===== config.mk =====
export PLATFORM = sky130hd
export DESIGN_NAME = cpu_run_controller
export DESIGN_NICKNAME = d
export VERILOG_FILES = /design/src/rtl/cpu_test_pkg.sv /design/src/rtl/sig_accum.sv /design/src/rtl/cpu_run_controller.sv
export SDC_FILE = /design/constraint.sdc
export NUM_CORES = 1
export LEC_CHECK = 0
export ABC_AREA = 1
export CORE_ASPECT_RATIO = 0.7
export CORE_MARGIN = 3
export CORE_UTILIZATION = 50
export DETAILED_ROUTE_END_ITERATION = 6
export PLACE_DENSITY = 0.76
export REMOVE_ABC_BUFFERS = 1
export SLEW_MARGIN = 0
export SYNTH_ARGS = -nofsm -noshare
export SYNTH_HDL_FRONTEND = slang
export SYNTH_SLANG_ARGS = --single-unit

===== constraint.sdc =====
create_clock -name clk_i -period 3.6 [get_ports clk_i]
set_clock_uncertainty 0.1 [all_clocks]
set_input_delay 0.36 -clock clk_i [delete_from_list [all_inputs] [get_ports clk_i]]
set_output_delay 0.36 -clock clk_i [all_outputs]
set_load 0.01 [all_outputs]

===== src/rtl/cpu_test_pkg.sv =====
// Shared types and constants for the cpu run/check controller.
package cpu_test_pkg;

  typedef enum logic [2:0] {
    ST_IDLE,
    ST_RUN,
    ST_DRAIN,
    ST_CHECK,
    ST_PASS,
    ST_FAIL,
    ST_TIMEOUT
  } state_e;

  localparam int SIG_SUM    = 0;
  localparam int SIG_XOR    = 1;
  localparam int SIG_ROTXOR = 2;

  localparam logic [31:0] DEFAULT_TRAP_WORD = 32'h0000_000C;

endpackage


===== src/rtl/sig_accum.sv =====
// Signature fold register: sum, XOR or rotate-left-1-then-XOR of a word stream.
module sig_accum
  import cpu_test_pkg::*;
#(
  parameter int W    = 32,
  parameter int MODE = SIG_SUM
) (
  input  logic         clk_i,
  input  logic         rst_ni,
  input  logic         clr_i,
  input  logic         en_i,
  input  logic [W-1:0] data_i,
  output logic [W-1:0] sig_o,
  output logic [W-1:0] sig_next_o
);

  logic [W-1:0] sig_q;
  logic [W-1:0] fold;

  always_comb begin
    case (MODE)
      SIG_XOR:    fold = sig_q ^ data_i;
      SIG_ROTXOR: fold = {sig_q[W-2:0], sig_q[W-1]} ^ data_i;
      default:    fold = sig_q + data_i;
    endcase
    if (clr_i)     sig_next_o = '0;
    else if (en_i) sig_next_o = fold;
    else           sig_next_o = sig_q;
  end

  always_ff @(posedge clk_i or negedge rst_ni) begin
    if (!rst_ni) sig_q <= '0;
    else         sig_q <= sig_next_o;
  end

  assign sig_o = sig_q;

endmodule


===== src/rtl/cpu_run_controller.sv =====
// Gates cpu execution, detects the trap word, drains, then folds a dmem window
// into a signature and reports pass, fail or timeout.
module cpu_run_controller
  import cpu_test_pkg::*;
#(
  parameter int              DATA_W       = 32,
  parameter int              ADDR_W       = 32,
  parameter int              MAX_CYCLES   = 10000,
  parameter logic [DATA_W-1:0] TRAP_WORD  = DATA_W'(DEFAULT_TRAP_WORD),
  parameter int              TRAP_REPEAT  = 2,
  parameter int              DRAIN_CYCLES = 5,
  parameter logic [ADDR_W-1:0] CHECK_BASE = '0,
  parameter int              CHECK_WORDS  = 8,
  parameter int              SIG_MODE     = SIG_SUM
) (
  input  logic              clk_i,
  input  logic              rst_ni,
  input  logic              start_i,
  input  logic [DATA_W-1:0] inst_i,
  output logic              cpu_run_o,
  output logic              chk_rd_o,
  output logic [ADDR_W-1:0] chk_addr_o,
  input  logic [DATA_W-1:0] chk_rdata_i,
  input  logic [DATA_W-1:0] expected_sig_i,
  output logic [31:0]       cycle_count_o,
  output logic [DATA_W-1:0] signature_o,
  output logic              done_o,
  output logic              pass_o,
  output logic              timeout_o
);

  localparam logic [ADDR_W-1:0] STRIDE = ADDR_W'(DATA_W / 8);

  state_e            state_q;
  logic [31:0]       cycle_q, trap_q, drain_q, idx_q;
  logic [31:0]       cycle_d, trap_d;
  logic              cpu_run_q, chk_rd_q, rd_vld_q, done_q, pass_q, timeout_q;
  logic [ADDR_W-1:0] addr_q;
  logic [DATA_W-1:0] exp_q;
  logic [DATA_W-1:0] sig_cur, sig_next;
  logic              sig_clr, sig_en;

  assign trap_d  = (inst_i == TRAP_WORD) ? trap_q + 32'd1 : 32'd0;
  assign cycle_d = (cycle_q == 32'hFFFF_FFFF) ? cycle_q : cycle_q + 32'd1;
  assign sig_clr = (state_q == ST_IDLE) && start_i;
  assign sig_en  = (state_q == ST_CHECK) && rd_vld_q;

  sig_accum #(
    .W    (DATA_W),
    .MODE (SIG_MODE)
  ) u_sig_accum (
    .clk_i      (clk_i),
    .rst_ni     (rst_ni),
    .clr_i      (sig_clr),
    .en_i       (sig_en),
    .data_i     (chk_rdata_i),
    .sig_o      (sig_cur),
    .sig_next_o (sig_next)
  );

  always_ff @(posedge clk_i or negedge rst_ni) begin
    if (!rst_ni) begin
      state_q   <= ST_IDLE;
      cycle_q   <= '0;
      trap_q    <= '0;
      drain_q   <= '0;
      idx_q     <= '0;
      cpu_run_q <= 1'b0;
      chk_rd_q  <= 1'b0;
      rd_vld_q  <= 1'b0;
      done_q    <= 1'b0;
      pass_q    <= 1'b0;
      timeout_q <= 1'b0;
      addr_q    <= CHECK_BASE;
      exp_q     <= '0;
    end else begin
      rd_vld_q <= chk_rd_q;
      case (state_q)
        ST_IDLE: begin
          if (start_i) begin
            state_q   <= ST_RUN;
            cpu_run_q <= 1'b1;
            cycle_q   <= '0;
            trap_q    <= '0;
          end
        end
        ST_RUN: begin
          cycle_q <= cycle_d;
          trap_q  <= trap_d;
          // Trap takes priority over a budget expiring on the same cycle.
          if (trap_d == 32'(TRAP_REPEAT)) begin
            cpu_run_q <= 1'b0;
            drain_q   <= '0;
            if (DRAIN_CYCLES == 0) begin
              state_q  <= ST_CHECK;
              chk_rd_q <= 1'b1;
              addr_q   <= CHECK_BASE;
              idx_q    <= '0;
              exp_q    <= expected_sig_i;
            end else begin
              state_q <= ST_DRAIN;
            end
          end else if (cycle_d == 32'(MAX_CYCLES)) begin
            cpu_run_q <= 1'b0;
            state_q   <= ST_TIMEOUT;
            done_q    <= 1'b1;
            timeout_q <= 1'b1;
          end
        end
        ST_DRAIN: begin
          if (drain_q == 32'(DRAIN_CYCLES - 1)) begin
            state_q  <= ST_CHECK;
            chk_rd_q <= 1'b1;
            addr_q   <= CHECK_BASE;
            idx_q    <= '0;
            exp_q    <= expected_sig_i;
          end else begin
            drain_q <= drain_q + 32'd1;
          end
        end
        ST_CHECK: begin
          if (chk_rd_q) begin
            if (idx_q == 32'(CHECK_WORDS - 1)) begin
              chk_rd_q <= 1'b0;
            end else begin
              idx_q  <= idx_q + 32'd1;
              addr_q <= addr_q + STRIDE;
            end
          end
          // Last word is being folded this cycle: compare the folded value.
          if (rd_vld_q && !chk_rd_q) begin
            state_q <= (sig_next == exp_q) ? ST_PASS : ST_FAIL;
            done_q  <= 1'b1;
            pass_q  <= (sig_next == exp_q);
          end
        end
        default: ;
      endcase
    end
  end

  assign cpu_run_o     = cpu_run_q;
  assign chk_rd_o      = chk_rd_q;
  assign chk_addr_o    = addr_q;
  assign cycle_count_o = cycle_q;
  assign signature_o   = sig_cur;
  assign done_o        = done_q;
  assign pass_o        = pass_q;
  assign timeout_o     = timeout_q;

endmodule


==> results of run 1 <==
[tightest hold or removal path: stages]
cell and delay, ps:
clkdlybuf4s50_1 390, nand2_1 70, nand2_1 40
[Yosys cell counts (7+ instances only)]
library cell and number:
nor3_2 8, nand2_1 863, nand3b_1 26, ha_1 37, nand3_1 171, nor3b_1 7, o22ai_1 41, o21ai_0 92
xnor2_1 26, clkbuf_1 38, buf_2 10, or2_2 7, o31ai_1 30, xor2_1 69, nor2_1 232, nand4_1 72
dfrtp_1 231, o21ai_1 32, nor4_1 39, inv_1 387, a21oi_1 34, inv_2 15, nor3_1 93
[layout make-up]
type	instances	share of cell area [%]
inverters	405	7.47
clock inverters	14	0.720
clock buffers	34	3.69
well taps	427	2.63
repair buffers	233	11.4
multi-input cells	1904	45.6
flip-flops and latches	231	28.4
[layer usage]
layer	global-route usage, %	share of wire (%)
met5	0	0
met4	5.17	1.8
met2	40.8	39
met1	49.6	50
met3	5.90	9.4
[timing repair]
action,4_1_cts,5_1_grt
gates resized for setup,0,0
endpoints found under the hold margin,85,0
hold buffers,1,0
[final timing paths]
check / to / slack, ps / cells past startpoint
worst max-delay path: state_q[0]$_DFFE_PN0P_ / 290 / 14
worst min-delay path: exp_q[10]$_DFFE_PN0P_ / 220 / 3
worst max register to register: state_q[0]$_DFFE_PN0P_ / 290 / 14
worst min register to register: done_o$_DFFE_PN0P_ / 380 / 2
max in group asynchronous: cycle_count_o[15]$_DFFE_PN0P_ / 2160 / 3
min in group asynchronous: u_sig_accum.sig_o[22]$_DFF_PN0_ / 300 / 2
[power by group through the flow]
stage	logic [mW]	registers (mW)	clock network, mW
global route	0.301	2.59	2.95
global placement	0.269	2.64	0
floorplan	0.0714	2.64	0
detailed placement	0.270	2.64	0
finish	0.272	2.60	2.79
CTS	0.274	2.60	2.84
[flip-flops by register name, indices dropped and copies added, names as in the netlist, 3 cells and up]
name and flops:
idx_q 32, chk_addr_o 30, cycle_count_o 32, drain_q 32, trap_q 32, state_q 3, exp_q 32, u_sig_accum.sig_o 32
[kinds of logic (layout without fill, tap and decap cells)]
| logic type | count (synthesis) | after routing | share of synthesized area [%] |
|---|---|---|---|
| AO/OA/AOI/OAI | 236 | 236 | 7.85 |
| XOR/XNOR | 95 | 95 | 4.94 |
| adder cells (fa/ha/maj) | 38 | 38 | 2.87 |
| buffers and inverters | 465 | 686 | 10.6 |
| flip-flops | 231 | 231 | 34.3 |
| other | 1 | 2 | 0.0223 |
| AND/OR/NAND/NOR | 1533 | 1533 | 39.4 |
[per-stage QoR]
step | hold slack [ps] | std cells | utilization [%] | instance area, um2 | worst slack [ps]
2_1_floorplan | -35.6 | 2540 | - | 16600 | 499
3_3_place_gp | 306 | 3199 | 59.3 | 19400 | 184
3_5_place_dp | 311 | 3199 | 59.3 | 19400 | 48.8
4_1_cts | 200 | 3248 | 62.1 | 20300 | 377
5_1_grt | 215 | 3248 | 62.1 | 20300 | 29.8
6_report | 222 | 3248 | 62.1 | 20300 | 288
==> flow_metrics.py, run 1 <==
metrics = {
    "die": {
        "start_util_pct": 51.4,
        "rows": 55,
        "die_area_um2": 36000,
        "die_y_um": 160,
        "ios": 200,
        "core_area_um2": 32800,
        "die_w_um": 225,
    },
    "sta": {
        "period_share_pct": 92.0,
        "fmax_mhz": 302,
        "tns_ps": 0,
        "finalHoldViolations": 0,
        "slew_violations": 0,
        "setup_violations": 0,
        "min_period_ps": 3310,
        "maxSlewHeadroom_pct": 51.0,
        "rsz0062_at_grt": "false",
        "worstMarginPinSlew_ps": 729,
    },
    "clock_tree": {
        "cts_buffers": 26,
        "htree_levels": 1,
        "cts_root_buf": "clkbuf_16",
        "postCtsSetupRepairBufs": 0,
        "cts_sinks": 231,
        "cts_buffer_depth": 3,
        "clock_latency_ps": 570,
        "clk_pin_slew_ps": 70,
        "cts_tree": "done",
    },
    "finish": {
        "mostFrequentLayoutCells": "nand2_1, inv_1, nor2_1",
        "drive_gt1_share_pct": 4.54,
        "seq_area_um2": 5780,
        "fill_cells": 3139,
        "nNetsFinal": 2938,
        "multi_input_area_um2": 9280,
        "layout_commonest_cell": "nand2_1",
        "diodes": 0,
        "area_growth_pct": 20.8,
    },
    "worst_setup_path": {
        "critPathKind": "reg -> reg",
        "crit_required_ps": 3960,
        "crit_path_start_kind": "register",
        "cpMostUsedCell": "nand2_1",
        "cp_top_family": "simple AND/OR/NAND/NOR gates",
        "startpoint": "cycle_count_o[2]$_DFFE_PN0P_",
        "r2r_start": "cycle_count_o[2]$_DFFE_PN0P_",
        "cpMaxStageDelayCell": "nor3_1",
        "crit_chain": "inv_1, nor3_1, nand2_1, nor2_1, xor2_1, nand2_1, nor3_1, nand3_1, nor2_1, nand2_1, nand3_1, nand2_1, nand2_1, nand2_1",
        "critical_path.max_fanout": 5,
        "cp_num_buf_inv": 1,
        "cp-end-kind": "register",
        "cpPeakStageDelay_ps": 550,
        "crit_arrival_ps": 3670,
    },
    "place": {
        "io_buffers": 197,
        "gp_congestion": 0.997,
        "dpl.hpwl_mm": 42.6,
    },
    "yosys": {
        "synth_cell_types": 42,
        "yosysWarnings": 0,
        "synth.avg_cell_area_um2": 6.48,
        "synth_top_cell_by_area": "dfrtp_1",
        "synth-seq-area-share_pct": 34.3,
        "async_reset_ff_share_pct": 100,
        "synth_flop_cell": "dfrtp_1",
        "yosysTopAreaCellShare_pct": 34.3,
        "postSynthCellCount": 2599,
        "syn_area_um2": 16800,
        "synth_seq_cells": 231,
        "synth.area.top_cells": "dfrtp_1, nand2_1, inv_1, nor2_1, nand3_1",
        "synth_edf_count": 0,
    },
    "pwr": {
        "irDropWorstVdd_v": 0.000364,
        "p_sw_share_pct": 23.2,
        "power_switching_mw": 1.31,
        "power_frac_clock_pct": 49.3,
        "p_per_area_nw_per_um2": 278,
        "total_power_mw": 5.66,
        "intPower_mw": 4.34,
        "seqPwrFrac_pct": 45.9,
        "p_comb_share_pct": 4.8,
        "p_leak_nw": 10.4,
    },
    "drt": {
        "vias": 17921,
        "wirelength_mm": 55.4,
        "post-route-drc-count": 1,
        "ant_nets": 0,
        "drt-vias-per-instance": 5.52,
        "drtPass1Iterations": 7,
        "wl_per_cell_um": 17.1,
        "drtIter0Drc": 2026,
    },
    "flow_run": {
        "cap_violations": 0,
    },
    "global_route": {
        "antenna_found_initial": 0,
        "grt_pass1_wl_mm": 88.2,
        "overflow": 0,
        "grt_max_degree": 89,
        "grt_pass1_vias": 16387,
        "groute.usage.overall_pct": 30.2,
    },
    "outcome": {
        "status": "complete, but fails checks",
        "violations": "design-rule violations",
    },
    "worst_hold_path": {
        "holdCritPathClass": "in -> reg",
        "hp-start": "expected_sig_i[10]",
    },
}
(Power assumes the default switching activity.)
==> inputs of run 2 (changes only) <==
--- a/config.mk
+++ b/config.mk
@@ -6,11 +6,14 @@
 export NUM_CORES = 1
 export LEC_CHECK = 0
 export ABC_AREA = 1
+export CELL_PAD_IN_SITES_DETAIL_PLACEMENT = 1
+export CELL_PAD_IN_SITES_GLOBAL_PLACEMENT = 1
 export CORE_ASPECT_RATIO = 0.7
 export CORE_MARGIN = 3
-export CORE_UTILIZATION = 50
+export CORE_UTILIZATION = 41
+export CTS_BUF_LIST = sky130_fd_sc_hd__clkbuf_16
 export DETAILED_ROUTE_END_ITERATION = 6
-export PLACE_DENSITY = 0.76
+export PLACE_DENSITY = 0.85
 export REMOVE_ABC_BUFFERS = 1
 export SLEW_MARGIN = 0
 export SYNTH_ARGS = -nofsm -noshare
==> run 2 against run 1 <==
  * The run now ends clean
  * Clock power fell by 4%
  * Critical path depth up 4
  * Global-route usage fell by 0.40 points
  * Final area grew 0.22%
  * Die area grew 21%
  * Critical endpoint is now drain_q[7]$_DFFE_PN0P_
  * Maximum frequency is 0.96% higher
  * Register-to-register slack better by 30 ps
  * Setup slack improved by 32 ps
  * Non-clock buffer count is 1 lower
  * Routed wire length rose by 17%
  * Sequential power about the same
  * Combinational power rose by 2%
  * Largest cell class unchanged
==> flow_metrics.py, run 2 (synthesis gave the netlist of run 1 again) <==
metrics = {
    "global_route": {
        "grt_pass1_vias": 19195,
        "grt_max_degree": 99,
        "overflow": 0,
        "antenna_found_initial": 1,
        "grt_pass1_wl_mm": 105,
        "groute.usage.overall_pct": 29.8,
    },
    "finish": {
        "final_cell_area_um2": 20400,
        "fill_cells": 5407,
        "layout_commonest_cell": "nand2_1",
        "drive_gt1_share_pct": 4.29,
        "diodes": 0,
        "nNetsFinal": 2939,
        "mostFrequentLayoutCells": "nand2_1, inv_1, nor2_1",
        "area_growth_pct": 21.0,
    },
    "worst_setup_path": {
        "cpMostUsedCell": "nand2_1",
        "crit_required_ps": 3920,
        "critPathKind": "reg -> reg",
        "crit_path_start_kind": "register",
        "crit_arrival_ps": 3600,
        "critical_path.max_fanout": 18,
        "cpPeakStageDelay_ps": 390,
        "crit_chain": "ha_1, nand3_1, inv_2, nand2_2, inv_2, nand3_2, clkinv_1, a21oi_1, o21ai_0, nand2_1, nor2_1, nand2_1, nor2_1, nand2_1, nand2_2, nand3_4, nand2_1, o21ai_1",
        "cp-end-kind": "register",
        "cpMaxStageDelayCell": "dfrtp_1",
    },
    "die": {
        "ios": 200,
        "die_area_um2": 43600,
        "core_area_um2": 40100,
        "start_util_pct": 42.0,
        "die_y_um": 176,
        "rows": 61,
        "die_w_um": 248,
    },
    "flow_run": {
        "cap_violations": 0,
    },
    "clock_tree": {
        "cts_buffers": 27,
        "cts_root_buf": "clkbuf_16",
        "clock_latency_ps": 560,
        "htree_levels": 1,
        "clk_pin_slew_ps": 60,
        "cts_sinks": 231,
        "cts_buffer_depth": 3,
        "cts_tree": "done",
    },
    "pwr": {
        "p_leak_nw": 10.4,
        "irDropWorstVdd_v": 0.000341,
        "p_per_area_nw_per_um2": 272,
    },
    "sta": {
        "fmax_mhz": 305,
        "setup_violations": 0,
        "finalHoldViolations": 0,
        "rsz0062_at_grt": "false",
        "slew_violations": 0,
        "period_share_pct": 91.1,
        "maxSlewHeadroom_pct": 45.5,
        "worstMarginPinSlew_ps": 817,
        "min_period_ps": 3280,
        "tns_ps": 0,
    },
    "drt": {
        "drt-vias-per-instance": 5.54,
        "wl_per_cell_um": 19.4,
        "drtIter0Drc": 1326,
        "vias": 18600,
        "post-route-drc-count": 0,
        "wirelength_mm": 65.1,
        "ant_nets": 0,
        "drtPass1Iterations": 6,
    },
    "worst_hold_path": {
        "holdCritPathClass": "in -> reg",
    },
    "place": {
        "dpl_cell_area_um2": 19500,
        "dpl.hpwl_mm": 50.3,
        "io_buffers": 197,
        "gp_congestion": 0.973,
    },
    "outcome": {
        "status": "complete, no violations",
    },
}
run 2: area by class of cell:
cell class                      instances  area [um2]  share of cell area [%]
Clock inverter                         22         158                   0.773
Tap cell                              535         669                    3.28
Multi-Input combinational cell       1905        9300                    45.6
Timing Repair Buffer                  232        2280                    11.2
Sequential cell                       231        5780                    28.4
Clock buffer                           27         676                    3.31
Inverter                              405        1520                    7.46
run 2: repair_timing:
item                       in CTS  in global routing
gates resized for setup         0                  1
hold buffers                    1                  0
setup buffers                   0                  0
setup endpoints to repair       0                 19
hold endpoints to repair       94                  0
run 2: worst paths after layout:
path	start	end	slack [ps]	cells past startpoint
setup / recovery	trap_q[1]$_DFFE_PN0P_	drain_q[7]$_DFFE_PN0P_	320	18
hold / removal	expected_sig_i[25]	exp_q[25]$_DFFE_PN0P_	240	3
setup reg to reg	trap_q[1]$_DFFE_PN0P_	drain_q[7]$_DFFE_PN0P_	320	18
hold reg to reg	done_o$_DFFE_PN0P_	done_o$_DFFE_PN0P_	370	2
max in group asynchronous	rst_ni	drain_q[1]$_DFFE_PN0P_	2030	3
min in group asynchronous	rst_ni	trap_q[5]$_DFFE_PN0P_	310	2
run 2: where the power goes:
| group | switching, mW | internal (mW) |
|---|---|---|
| registers | 0 | 2.60 |
| logic | 0.149 | 0.130 |
| clock network | 1.18 | 1.50 |
| total | 1.33 | 4.23 |
run 2: metrics by stage:
stage	utilization, %	hold WS (ps)	worst slack, ps	std cells	total power [mW]
after floorplan	-	-35.6	499	2540	2.72
after global placement	48.6	354	170	3306	2.92
after detailed placement	48.6	359	66.0	3306	2.92
after CTS	50.7	214	232	3356	5.63
after global routing	50.8	240	45.0	3357	5.77
final	50.8	240	320	3357	5.55
run 2: metal layers:
| layer | wire length, um | track usage, % | up-vias |
|---|---|---|---|
| met5 | 13 | 1.24 | - |
| met4 | 875 | 4.37 | 2 |
| met3 | 4140 | 4.85 | 70 |
| met2 | 28600 | 46.1 | 533 |
| met1 | 31500 | 44.6 | 9250 |
| li1 | - | - | 8745 |
run 2: critical path: cells and delay by family, from the launching register on:
family,cells,cell delay [ps]
compound gates,3,280
fa+ha+maj,1,340
buf+inv,3,350
flops,1,390
simple gates,11,1680
==> RTL edit (flow settings as in run 1) <==
Set the parameter `ADDR_W` to 64 (it was 32).
--- a/src/rtl/cpu_run_controller.sv
+++ b/src/rtl/cpu_run_controller.sv
@@ -4,7 +4,7 @@
   import cpu_test_pkg::*;
 #(
   parameter int              DATA_W       = 32,
-  parameter int              ADDR_W       = 32,
+  parameter int              ADDR_W       = 64,
   parameter int              MAX_CYCLES   = 10000,
   parameter logic [DATA_W-1:0] TRAP_WORD  = DATA_W'(DEFAULT_TRAP_WORD),
   parameter int              TRAP_REPEAT  = 2,
Ports: changed (resized chk_addr_o); port bits go from 200 to 232. The function was not compared with the original's and may differ.
==> RTL edit against run 1 <==
The run still ends with design-rule violations left. Sequential share of layout area is 0.43 points higher. Worst setup slack got worse by 0.0028 ns. Cell area increased by 12%. Synthesized area is 13% higher. Wire length increased by 28%. Maximum frequency hardly changed. Die area is 12% higher. Total power increased by 10%. Sequential cell count increased by 32. Critical endpoint is now chk_addr_o[58]$_DFFE_PN0P_.
==> RTL edit: results (changes against run 1) <==
Maximum number of pins on one net before global-route repair -> 93 (was 89)
Share of layout cells above drive strength 1 -> 0.04820 (was 0.04537)
Violated checks -> design-rule violations (unchanged)
Maximum vdd drop -> 0.0003364 V (was 0.0003642 V)
Data arrival time of the critical path -> 3.71 ns (was 3.67 ns)
Sum of met2 wire segment lengths after detailed routing -> 27510 µm (was 21450 µm)
Detailed route wirelength on metal3 -> 8267 µm (was 5209 µm)
Run status -> finished with violations (unchanged)
Routability congestion estimate from global placement -> 1.109 (was 0.9972)
First-pass GRT wire length -> 109800 µm (was 88230 µm)
Final core area utilization -> 0.6119 (was 0.6210)
Iteration-0 DRC count of the detailed router -> 2363 (was 2026)
Number of global-route vias before repair -> 19.09k (was 16.39k)
Post-route DRC violation count -> 23 (was 1)
DP Area -> 21890 µm² (was 19430 µm²)
Top cells by area in the synthesized netlist -> dfrtp_1 35%, nand2_1 19%, inv_1 8.0%, nor2_1 5.2%, nand3_1 4.9% (was dfrtp_1 34%, nand2_1 19%, inv_1 8.6%, nor2_1 5.2%, nand3_1 5.1%)
Transition time at the pin with the least slew margin -> 0.9553 ns (was 0.7289 ns)
Minimum period implied by the final worst setup slack -> 3.315 ns (was 3.312 ns)
R2R cell count -> 12 (was 14)
Global routing usage on met2 -> 0.4674 (was 0.4082)
Nets -> 3251 (was 2938)
TritonCTS buffer count -> 29 (was 26)
Leakage power total -> 11.19 nW (was 10.39 nW)
Cell count after synthesis -> 2885 (was 2599)
Met3 global-route usage -> 0.09788 (was 0.05898)
FILL cells -> 3496 (was 3139)
Overall routing resource usage -> 0.3465 (was 0.3025)
Fraction of met1 tracks used by global routing -> 0.5483 (was 0.4961)
Met1 Wirelength -> 34030 µm (was 27780 µm)
Library cells used by synthesis -> 45 (was 42)
Ratio of routed vias to standard cells -> 5.682 (was 5.518)
Count of vias placed by the detailed router -> 20.57k (was 17.92k)
Most instantiated cells after synthesis -> 943 x nand2_1, 405 x inv_1, 265 x nor2_1 (was 863 x nand2_1, 387 x inv_1, 232 x nor2_1)
Worst setup path endpoint -> chk_addr_o[58]$_DFFE_PN0P_ (was state_q[0]$_DFFE_PN0P_)
-- RTL edit: worst register-to-register path, stage by stage (launching register included) --
cell	delay, ns
dfrtp_1	0.47
inv_1	0.12
nor4_1	0.46
nand2_1	0.16
nor2_1	0.12
buf_4	0.16
and3_1	0.24
nand4_1	0.29
nor2_1	0.55
nand3_1	0.26
o21ai_1	0.18
nand2_1	0.06
nor2_1	0.08
-- RTL edit: logic make-up (layout without fill, tap and decap cells) --
group,Yosys count,count (layout),synth area share
XOR/XNOR,115,115,0.05309
buffers and inverters,494,741,0.1018
AO/OA/AOI/OAI,285,285,0.08678
AND/OR/NAND/NOR,1689,1689,0.3858
other,1,2,0.0001976
flip-flops,263,263,0.3469
adder cells (fa/ha/maj),38,38,0.02545
-- RTL edit: area by class of cell --
cell class	count	share of cell area
inverters	422	0.06943
clock buffers	40	0.03538
well taps	488	0.02676
clock inverters	10	0.004497
repair buffers	269	0.1162
flip-flops and latches	263	0.2885
multi-input cells	2129	0.4593
-- RTL edit: how the worst min path moves through the flow --
stage                             startpoint                    endpoint  slack (ns)  cells after the start
after floorplan                       rst_ni  chk_addr_o[10]$_DFFE_PN0P_       -0.04                      0
after global placement                rst_ni      trap_q[21]$_DFFE_PN0P_        0.26                      1
after detailed placement              rst_ni      trap_q[31]$_DFFE_PN0P_        0.26                      1
after CTS                 expected_sig_i[15]       exp_q[15]$_DFFE_PN0P_        0.20                      3
after global routing      expected_sig_i[15]       exp_q[15]$_DFFE_PN0P_        0.23                      3
final                     expected_sig_i[29]       exp_q[29]$_DFFE_PN0P_        0.22                      3
-- RTL edit: power breakdown --
part           total [mW]  switching (mW)  internal (mW)
Sequential           2.96               0           2.96
Combinational       0.275           0.147          0.128
Clock                3.00            1.31           1.69
Total                6.23            1.45           4.78
